[config.mk]
export PLATFORM = sky130hd
export DESIGN_NAME = delta_pu_weight_fetcher_flat
export DESIGN_NICKNAME = d
export VERILOG_FILES = /design/src/rtl/delta_pu_pkg.sv /design/src/rtl/delta_pu_weight_fetcher_if.sv /design/src/rtl/delta_sync_fifo.sv /design/src/rtl/delta_pu_weight_fetcher.sv /design/src/flat_wrapper.sv
export SDC_FILE = /design/constraint.sdc
export NUM_CORES = 1
export LEC_CHECK = 0
export ABC_AREA = 1
export BUFFER_PORTS_ARGS = -buffer_cell sky130_fd_sc_hd__buf_2
export CORE_AREA = 2 2 168 170
export DETAILED_ROUTE_END_ITERATION = 8
export DIE_AREA = 0 0 170 172
export HOLD_SLACK_MARGIN = 0.05
export PLACE_DENSITY_LB_ADDON = 0.2
export RECOVER_POWER = 50
export SLEW_MARGIN = 30
export SYNTH_ARGS = -nofsm -noshare
export SYNTH_HDL_FRONTEND = slang
export SYNTH_HIERARCHICAL = 1
export SYNTH_SLANG_ARGS = --single-unit
[constraint.sdc]
create_clock -name clock -period 6.34 [get_ports clock]
set_input_delay 0.317 -clock clock [delete_from_list [all_inputs] [get_ports clock]]
set_output_delay 0.317 -clock clock [all_outputs]
set_load 0.02 [all_outputs]
[src/rtl/delta_pu_pkg.sv]
// Shared types and constants for the delta PU weight-fetch path.
// Imported by the fetcher, its bus interface and the bench-facing top.
package delta_pu_pkg;

  localparam int FETCH_FIFO_DEPTH = 8;
  localparam int WEIGHT_WORD_W    = 32;

  typedef enum logic [1:0] {
    IDLE,
    FETCH,
    DRAIN,
    DONE
  } fetch_state_e;

endpackage

[src/rtl/delta_pu_weight_fetcher_if.sv]
// Weight-manager SRAM handshake plus the weight-queue pop port of one PU.
// The master side is the fetcher; the slave side is the weight manager and datapath.
interface delta_pu_weight_fetcher_if
  import delta_pu_pkg::*;
#(
  parameter int DATA_W = WEIGHT_WORD_W,
  parameter int ADDR_W = 32
);

  logic              WB_SRAM_read;
  logic [ADDR_W-1:0] WB_SRAM_address;
  logic              WB_SRAM_ready;
  logic [DATA_W-1:0] WB_SRAM_data;
  logic              wq_valid;
  logic [DATA_W-1:0] wq_data;
  logic              wq_last;
  logic              wq_pop;

  modport master (
    output WB_SRAM_read,
    output WB_SRAM_address,
    input  WB_SRAM_ready,
    input  WB_SRAM_data,
    output wq_valid,
    output wq_data,
    output wq_last,
    input  wq_pop
  );

  modport slave (
    input  WB_SRAM_read,
    input  WB_SRAM_address,
    output WB_SRAM_ready,
    output WB_SRAM_data,
    input  wq_valid,
    input  wq_data,
    input  wq_last,
    output wq_pop
  );

endinterface

[src/rtl/delta_sync_fifo.sv]
// Small synchronous FIFO with a registered head; pushes when full and pops when
// empty are ignored. Shared by the weight queue and the input-delta queue.
module delta_sync_fifo #(
  parameter  int WIDTH = 32,
  parameter  int DEPTH = 8,
  localparam int PTR_W = $clog2(DEPTH),
  localparam int CNT_W = PTR_W + 1
) (
  input  logic             clock,
  input  logic             reset,
  input  logic             push,
  input  logic [WIDTH-1:0] push_data,
  input  logic             pop,
  output logic [WIDTH-1:0] head,
  output logic [CNT_W-1:0] count,
  output logic             full,
  output logic             empty
);

  logic [WIDTH-1:0] mem [DEPTH];
  logic [PTR_W-1:0] wr_ptr;
  logic [PTR_W-1:0] rd_ptr;
  logic             do_push;
  logic             do_pop;

  assign full    = (count == CNT_W'(DEPTH));
  assign empty   = (count == '0);
  assign do_push = push && !full;
  assign do_pop  = pop && !empty;
  assign head    = mem[rd_ptr];

  // Pointers wrap naturally because DEPTH is a power of two.
  always_ff @(posedge clock) begin
    if (reset) begin
      wr_ptr <= '0;
      rd_ptr <= '0;
      count  <= '0;
    end else begin
      if (do_push) wr_ptr <= wr_ptr + PTR_W'(1);
      if (do_pop)  rd_ptr <= rd_ptr + PTR_W'(1);
      case ({do_push, do_pop})
        2'b10:   count <= count + CNT_W'(1);
        2'b01:   count <= count - CNT_W'(1);
        default: count <= count;
      endcase
    end
  end

  always_ff @(posedge clock) begin
    if (do_push) mem[wr_ptr] <= push_data;
  end

endmodule

[src/rtl/delta_pu_weight_fetcher.sv]
// Per-PU weight fetcher: on start, reads word_count words from base_addr through
// the weight manager into a FIFO and raises finished once the burst has drained.
module delta_pu_weight_fetcher
  import delta_pu_pkg::*;
#(
  parameter int DATA_W     = WEIGHT_WORD_W,
  parameter int ADDR_W     = 32,
  parameter int LEN_W      = 16,
  parameter int FIFO_DEPTH = FETCH_FIFO_DEPTH,
  parameter int ADDR_STEP  = 4
) (
  input  logic                      clock,
  input  logic                      reset,
  input  logic                      start,
  input  logic [ADDR_W-1:0]         base_addr,
  input  logic [LEN_W-1:0]          word_count,
  delta_pu_weight_fetcher_if.master wb,
  output logic                      busy,
  output logic                      finished
);

  localparam int CNT_W = $clog2(FIFO_DEPTH) + 1;

  fetch_state_e      state;
  logic [ADDR_W-1:0] addr_q;
  logic [LEN_W-1:0]  remaining;
  logic              busy_q;
  logic              finished_q;

  logic [CNT_W-1:0]  fifo_count;
  logic              fifo_full;
  logic              fifo_empty;
  logic [DATA_W:0]   fifo_head;
  logic              read_req;
  logic              serve;

  assign read_req           = (state == FETCH) && !fifo_full;
  assign serve              = read_req && wb.WB_SRAM_ready;
  assign wb.WB_SRAM_read    = read_req;
  assign wb.WB_SRAM_address = addr_q;
  assign wb.wq_valid        = !fifo_empty;
  assign wb.wq_data         = fifo_head[DATA_W-1:0];
  assign wb.wq_last         = fifo_head[DATA_W];
  assign busy               = busy_q;
  assign finished           = finished_q;

  // Each entry carries a last-word tag alongside the weight word.
  delta_sync_fifo #(
    .WIDTH (DATA_W + 1),
    .DEPTH (FIFO_DEPTH)
  ) u_fifo (
    .clock     (clock),
    .reset     (reset),
    .push      (serve),
    .push_data ({remaining == LEN_W'(1), wb.WB_SRAM_data}),
    .pop       (wb.wq_pop),
    .head      (fifo_head),
    .count     (fifo_count),
    .full      (fifo_full),
    .empty     (fifo_empty)
  );

  // Starts are only honoured in IDLE, so a start during any burst phase is dropped.
  always_ff @(posedge clock) begin
    if (reset) begin
      state      <= IDLE;
      addr_q     <= '0;
      remaining  <= '0;
      busy_q     <= 1'b0;
      finished_q <= 1'b0;
    end else begin
      case (state)
        IDLE: begin
          if (start) begin
            addr_q     <= base_addr;
            remaining  <= word_count;
            finished_q <= 1'b0;
            busy_q     <= 1'b1;
            state      <= (word_count != '0) ? FETCH : DONE;
          end
        end
        FETCH: begin
          if (serve) begin
            addr_q    <= addr_q + ADDR_W'(ADDR_STEP);
            remaining <= remaining - LEN_W'(1);
            if (remaining == LEN_W'(1)) state <= DRAIN;
          end
        end
        DRAIN: begin
          if (fifo_count == '0) state <= DONE;
        end
        DONE: begin
          finished_q <= 1'b1;
          busy_q     <= 1'b0;
          state      <= IDLE;
        end
        default: state <= IDLE;
      endcase
    end
  end

  // A serve without an outstanding request is dropped by the datapath and flagged here.
  assert property (@(posedge clock) disable iff (reset) !(wb.WB_SRAM_ready && !read_req));

endmodule

[src/flat_wrapper.sv]
// flat-port wrapper written by rule: the top's interface ports become plain ports
module delta_pu_weight_fetcher_flat import delta_pu_pkg::*;
#(
  parameter int DATA_W     = WEIGHT_WORD_W,
  parameter int ADDR_W     = 32,
  parameter int LEN_W      = 16,
  parameter int FIFO_DEPTH = FETCH_FIFO_DEPTH,
  parameter int ADDR_STEP  = 4
)
  (clock, reset, start, base_addr, word_count, busy, finished, wb_WB_SRAM_read, wb_WB_SRAM_address, wb_WB_SRAM_ready, wb_WB_SRAM_data, wb_wq_valid, wb_wq_data, wb_wq_last, wb_wq_pop);
  delta_pu_weight_fetcher_if #(.DATA_W(DATA_W), .ADDR_W(ADDR_W)) wb_i ();
  input  logic clock;
  input  logic reset;
  input  logic start;
  input  logic [ADDR_W-1:0] base_addr;
  input  logic [LEN_W-1:0] word_count;
  output logic busy;
  output logic finished;
  output wire logic [$bits(wb_i.WB_SRAM_read)-1:0] wb_WB_SRAM_read;
  output wire logic [$bits(wb_i.WB_SRAM_address)-1:0] wb_WB_SRAM_address;
  input wire logic [$bits(wb_i.WB_SRAM_ready)-1:0] wb_WB_SRAM_ready;
  input wire logic [$bits(wb_i.WB_SRAM_data)-1:0] wb_WB_SRAM_data;
  output wire logic [$bits(wb_i.wq_valid)-1:0] wb_wq_valid;
  output wire logic [$bits(wb_i.wq_data)-1:0] wb_wq_data;
  output wire logic [$bits(wb_i.wq_last)-1:0] wb_wq_last;
  input wire logic [$bits(wb_i.wq_pop)-1:0] wb_wq_pop;
  assign wb_WB_SRAM_read = wb_i.WB_SRAM_read;
  assign wb_WB_SRAM_address = wb_i.WB_SRAM_address;
  assign wb_i.WB_SRAM_ready = wb_WB_SRAM_ready;
  assign wb_i.WB_SRAM_data = wb_WB_SRAM_data;
  assign wb_wq_valid = wb_i.wq_valid;
  assign wb_wq_data = wb_i.wq_data;
  assign wb_wq_last = wb_i.wq_last;
  assign wb_i.wq_pop = wb_wq_pop;
  delta_pu_weight_fetcher #(.DATA_W(DATA_W), .ADDR_W(ADDR_W), .LEN_W(LEN_W), .FIFO_DEPTH(FIFO_DEPTH), .ADDR_STEP(ADDR_STEP)) u_core (.clock(clock), .reset(reset), .start(start), .base_addr(base_addr), .word_count(word_count), .wb(wb_i), .busy(busy), .finished(finished));
endmodule
## After elaboration in Yosys (flattened, before gate mapping)

Memories as Yosys holds them, arrays and structs flattened. A register that Yosys moved wholly into a read port is not among the register bits.
Cells that the tools add are included.

- Reduce and logical (&&, ||, !) cells: 15
- Eq/ne operators: 11
- Mux-type cells: 21
- Add/subtract/negate cells: 6

Operator list:

| operator | number |
|---|---|
| 32-bit two-way mux | 2 |
| 32-bit one-hot mux with 2 select lines | 1 |
| 32-bit by 3-bit adder with 32-bit output (second input constant) | 1 |
| 16-bit two-way mux | 2 |
| 16-bit one-hot mux with 2 select lines | 1 |
| 16-bit by 1-bit equality test with 1-bit output (second input constant) | 1 |
| 16-bit nonzero test | 1 |
| 16-bit by 1-bit subtractor with 16-bit output (second input constant) | 1 |
| 2-bit two-way mux | 5 |
| 2-bit one-hot mux with 4 select lines | 1 |
| 4-bit one-hot mux with 2 select lines | 1 |
| 3-bit by 1-bit adder with 3-bit output (second input constant) | 2 |
| 2-bit equality test (second input constant) | 3 |
| 3-bit two-way mux | 2 |
| 2-bit != test (second input constant) | 3 |
| 2-bit nonzero test | 3 |
| 4-bit by 1-bit adder with 4-bit output (second input constant) | 1 |
| 2-bit by 1-bit equality test with 1-bit output (second input constant) | 2 |
| 4-bit equality test (second input constant) | 1 |
| 1-bit logical AND | 4 |
| 4-bit logical NOT | 1 |
| 1-bit two-way mux | 4 |
| 1-bit one-hot mux with 2 select lines | 2 |
| 4-bit AND reduction | 1 |
| other kinds (6) | 7 |

- Bits in writable memories: 264
- Word-level logic and storage cells: 62
- Memories: 1
- Register bits: 62
- Bits of input ports: 85

Memory list:

| memory | words | bits a word | rd ports | clocked after memory_dff | write ports | RTL line | RTL |
|---|---|---|---|---|---|---|---|
| u_core.u_fifo.mem | 8 | 33 | 1 | 1 | 1 | delta_sync_fifo.sv:20 | `logic [WIDTH-1:0] mem [DEPTH];` |

## Depth between registers and ports, before layout

- Depth in word-level cells: 7
- Gate-level depth with buffers: 17
- Depth with buffers taken out: 17

## By module

The synthesis kept the hierarchy.

By module, submodules not included:

| module | sequential area each (µm²) | cells an instance | area an instance (µm²) | times used |
|---|---|---|---|---|
| delta_sync_fifo | 8,187.9 | 838 | 10,966.8 | 1 |
| delta_pu_weight_fetcher | 1,041.0 | 645 | 3,832.4 | 1 |

## Least setup slack after synthesis

OpenSTA, ideal clock, no wires.

- Path type: reg2reg
- From: register u_core.state[1]
- To: memory u_core/u_fifo/mem[1][0] (netlist name) (enable)
- Path slack: 3,351 ps
- Arrival: 2,566 ps
- Clock period less this slack: 2,989 ps
- Stages on the path, launching flop included: 10
- Setup time: 423 ps
- Cells stage by stage: dfxtp_1 -> inv_1 -> ha_1 -> buf_4 -> nand3_2 -> inv_1 -> nand2_1 -> nor2_1 -> inv_1 -> nor2_1

- Cells in the longest elaborated chain, start to end: 6

RTL lines:

| item | RTL line | RTL |
|---|---|---|
| from (decl) | delta_pu_weight_fetcher.sv:24 | `fetch_state_e state;` |
| from (signal assigned) | delta_pu_weight_fetcher.sv:79 | `state <= (word_count != '0) ? FETCH : DONE;` |
| 2-bit by 1-bit equality test with 1-bit output | delta_pu_weight_fetcher.sv:37 | `assign read_req = (state == FETCH) && !fifo_full;` |
| 1-bit logical AND | delta_pu_weight_fetcher.sv:37 |  |
| 1-bit logical AND | delta_pu_weight_fetcher.sv:38 | `assign serve = read_req && wb.WB_SRAM_ready;` |
| net u_core.serve | delta_pu_weight_fetcher.sv:35 | `logic serve;` |
| 1-bit logical AND | delta_sync_fifo.sv:28 | `assign do_push = push && !full;` |
| 1-bit two-way mux | delta_sync_fifo.sv:50 | `if (do_push) mem[wr_ptr] <= push_data;` |
| 1-bit two-way mux (implied by the code) | delta_sync_fifo.sv:50 |  |
| to (decl) | delta_sync_fifo.sv:20 |  |

The timed path passes the listed nets, and every way through them passes these cells.

## Worst setup path after layout

- From: register u_core.state[1]
- To: register u_core.remaining[4]

- Cells in the longest elaborated chain, start to end: 5

RTL lines:

| item | RTL line | RTL |
|---|---|---|
| 2-bit by 1-bit equality test with 1-bit output | delta_pu_weight_fetcher.sv:37, delta_pu_weight_fetcher.sv:72 |  |
| 1-bit logical AND | delta_pu_weight_fetcher.sv:37 |  |
| 1-bit logical AND | delta_pu_weight_fetcher.sv:38 |  |
| 2-bit != test (no line) | -- |  |
| 3-bit AND reduction (no line) | -- |  |
| to (signal assigned) | delta_pu_weight_fetcher.sv:76 | `remaining <= word_count;` |
| to (signal assigned) | delta_pu_weight_fetcher.sv:85 | `remaining <= remaining - LEN_W'(1);` |
| to (decl) | delta_pu_weight_fetcher.sv:26 | `logic [LEN_W-1:0] remaining;` |

Parallel ways exist; a longest one is shown, timed or not.
A chain may end at the register's enable or synchronous reset.

==> metrics.txt <==
worst vdd ir ~0.37 mV; initial antenna violation count 3; Slew @ Worst Pin 1.95 ns; fmax 243 MHz; Post-synth EDFFs between 200 and 300; async set-or-reset flop fraction in the synthesized netlist 0%; first-pass GRT wire length 52.8 mm; violated checks capacitance limit, slew limit; IO Port Bufs 153; Cell variety after synth 47; root buf cell clkbuf_16; P&R area growth vs syn 14.1%; Synth Instances between 1k and 1.5k; Post-CTS Setup Inserts 0; Main synth FF type edfxtp_1; Comb power frac between 30% and 40%; Hold Path Stages 3; Die ar. around 0.029 mm2; grt total ovfl 0; Min-Delay Path Class primary input to flop; Synth top area share 53.6%; GP Congestion 0.942; Setup-failing EPs final 0; P_int 4450 uW; I/O Pins roughly 150; Syn Area/Cell ~10 um2; Starting Density a little over half; layout cells sized above 1 around an eighth; synth cell count leaders 312 x nand2_1, 264 x edfxtp_1, 256 x nor2_1; sequential share of the synthesized area between 60 and 70%; Register Area 0.00924 mm2; CTS hold repair buffers 0; clk_lat worst skew 0.51 ns; Yosys reg bits 329; crit path capture type flop; Setup Total Neg Slack 0 ns; Clk pwr share about a quarter; vias post-DR 11.0k; DP HPWL 21.3 mm; Die Width between 150 and 200 um; clock tree buffer depth 3; RSZ-0062 raised after global routing false; MaxCap Viol Count 1; Synthesized Nets approximately 1.6k; DRC viols 0; core box area between 0.02 and 0.03 mm2; dpl cell area between 0.015 and 0.02 mm2; Worst EP required roughly 6.7 ns; chip height ~170 um; vias in the first global route 10.5k; # H-tree levels 2; drt via density 5.54; R2R depth 10; area of the multi-input gates 0.00491 mm2; Final Net Count ~1.7k; ANT nets after route 0; Slew Limit Fails 55; status finished, violations left; Layout fillers roughly 2.3k; Site Rows approximately 60; Critical Path Start Type flop; per-cell routed wire length between 15 and 20 um; PwrDens ~420 mW/mm2; Final min period between 4 and 5 ns; first-pass detailed-route iteration total 5; pin count of the biggest net entering global routing 100; crit path max fanout 70; YS warnings 6; post_cts resized 0; CTS tree built; clock sinks between 300 and 400; fin area around 0.017 mm2; Sw Share around 37%; critical path class flop to flop; CTS Buf Count 34; cell area after synthesis between 0.01 and 0.015 mm2; Hold Fails Final Rpt 0; Synth area leaders edfxtp_1 54%, dfxtp_1 8.8%, nand2_1 7.9%; CTS clk-pin slew, worst paths ~0.060 ns; Slew HR -30.0%; cell taking the most area after synthesis edfxtp_1; total wire length about 33 mm; Layout Skew 0.0153 ns; Iteration-0 DRC Markers ~1.1k; CP arrival 4.49 ns; All-Layer GR Usage between 20 and 25%; Min Hold Slack 0.0748 ns; most common cell in the synthesized netlist nand2_1; sequential share of power between 30% and 40%; total leakage power 0.00603 uW; net switching power 2650 uW; period utilization 64.8%
flip-flops by register name, summed over array words and instances, names as in the netlist, named ones only:
name / count
u_core/state: 2
u_core/u_fifo/mem: 264
u_core/remaining: 16
u_core/wb.WB_SRAM_address: 32
u_core/busy: 1
u_core/u_fifo/wr_ptr: 3
u_core/u_fifo/rd_ptr: 3
u_core/u_fifo/count: 4
u_core/finished: 1
cell families (layout without fill, tap and decap cells):
family,count (synthesis),after routing,synth area share (%)
and+or+nand+nor,671,671,18.8
adders and majority gates,13,13,1.10
xor gates and xnor gates,6,6,0.355
buffers and inverters,143,297,4.72
DFF,329,329,62.4
muxes,33,33,2.23
AOI/OAI and AO/OA,288,288,10.5
other,0,2,0
stage by stage:
| step | setup WS, ns | cells | total power (uW) | utilization [%] |
|---|---|---|---|---|
| after detailed placement | 3.25 | 1926 | 5250 | 58.0 |
| after CTS | 2.89 | 1983 | 7160 | 61.8 |
| final | 2.23 | 1985 | 7100 | 61.5 |
| after global routing | 1.74 | 1984 | 7550 | 61.5 |
| after floorplan | 3.35 | 1483 | 4670 | - |
| after global placement | 3.13 | 1916 | 5190 | 57.1 |
layer usage:
metal  global-route usage [%]  share of wire (%)
met5                        0              0.054
met4                     7.40                2.7
met2                     39.6                 48
met1                     29.2                 42
met3                     4.21                6.6
critical path, cell delays in order, from the launching register on:
cell     delay [ns]
dfxtp_1        0.33
inv_1          0.12
ha_1           0.17
buf_4          0.56
nand3_1        0.22
o21ai_0        0.13
nand2_1        1.11
inv_4          0.84
o21ai_0        0.23
o21ai_0        0.21
a21oi_1        0.06
cells in the final DEF, fill, tap and decap left out, types with 8 or more instances in the layout:
cell type and n:
nand2_1 313, edfxtp_1 264, nor2_1 249, o21ai_0 95, o21ai_1 87, buf_2 85
clkbuf_1 76, inv_1 66, dfxtp_1 63, a21oi_1 52, nand3_1 48, clkbuf_16 35
o22ai_1 34, mux2i_1 33, ha_1 13, nor2_4 12, nor2_2 11, nand4_1 8
buf_16 8
cell type report:
cell class,instances,area share (%)
sequential,329,54.7
inverter,71,1.63
multi-input combinational,1011,29.1
tap,346,2.56
antenna,2,0.0296
clock buffer,44,5.38
clock inverter,13,0.807
timing repair buffer,169,5.82
worst paths after layout:
check | start | endpoint | slack [ns]
worst max-delay path | u_core/state[1] | u_core/remaining[4] | 2.23
worst min-delay path | word_count[1] | u_core/remaining[1] | 0.07
worst max register to register | u_core/state[1] | u_core/remaining[4] | 2.23
worst min register to register | u_core/wb.WB_SRAM_address[1] | u_core/wb.WB_SRAM_address[1] | 0.47
power groups by stage:
stage | Sequential (uW) | Clock, uW | Combinational, uW
2_1_floorplan | 2850 | 0 | 1830
3_3_place_gp | 2850 | 0 | 2340
3_5_place_dp | 2850 | 0 | 2400
4_1_cts | 2810 | 1930 | 2420
5_1_grt | 2850 | 2010 | 2690
6_report | 2820 | 1900 | 2390
Power figures use the tool's default switching activity.
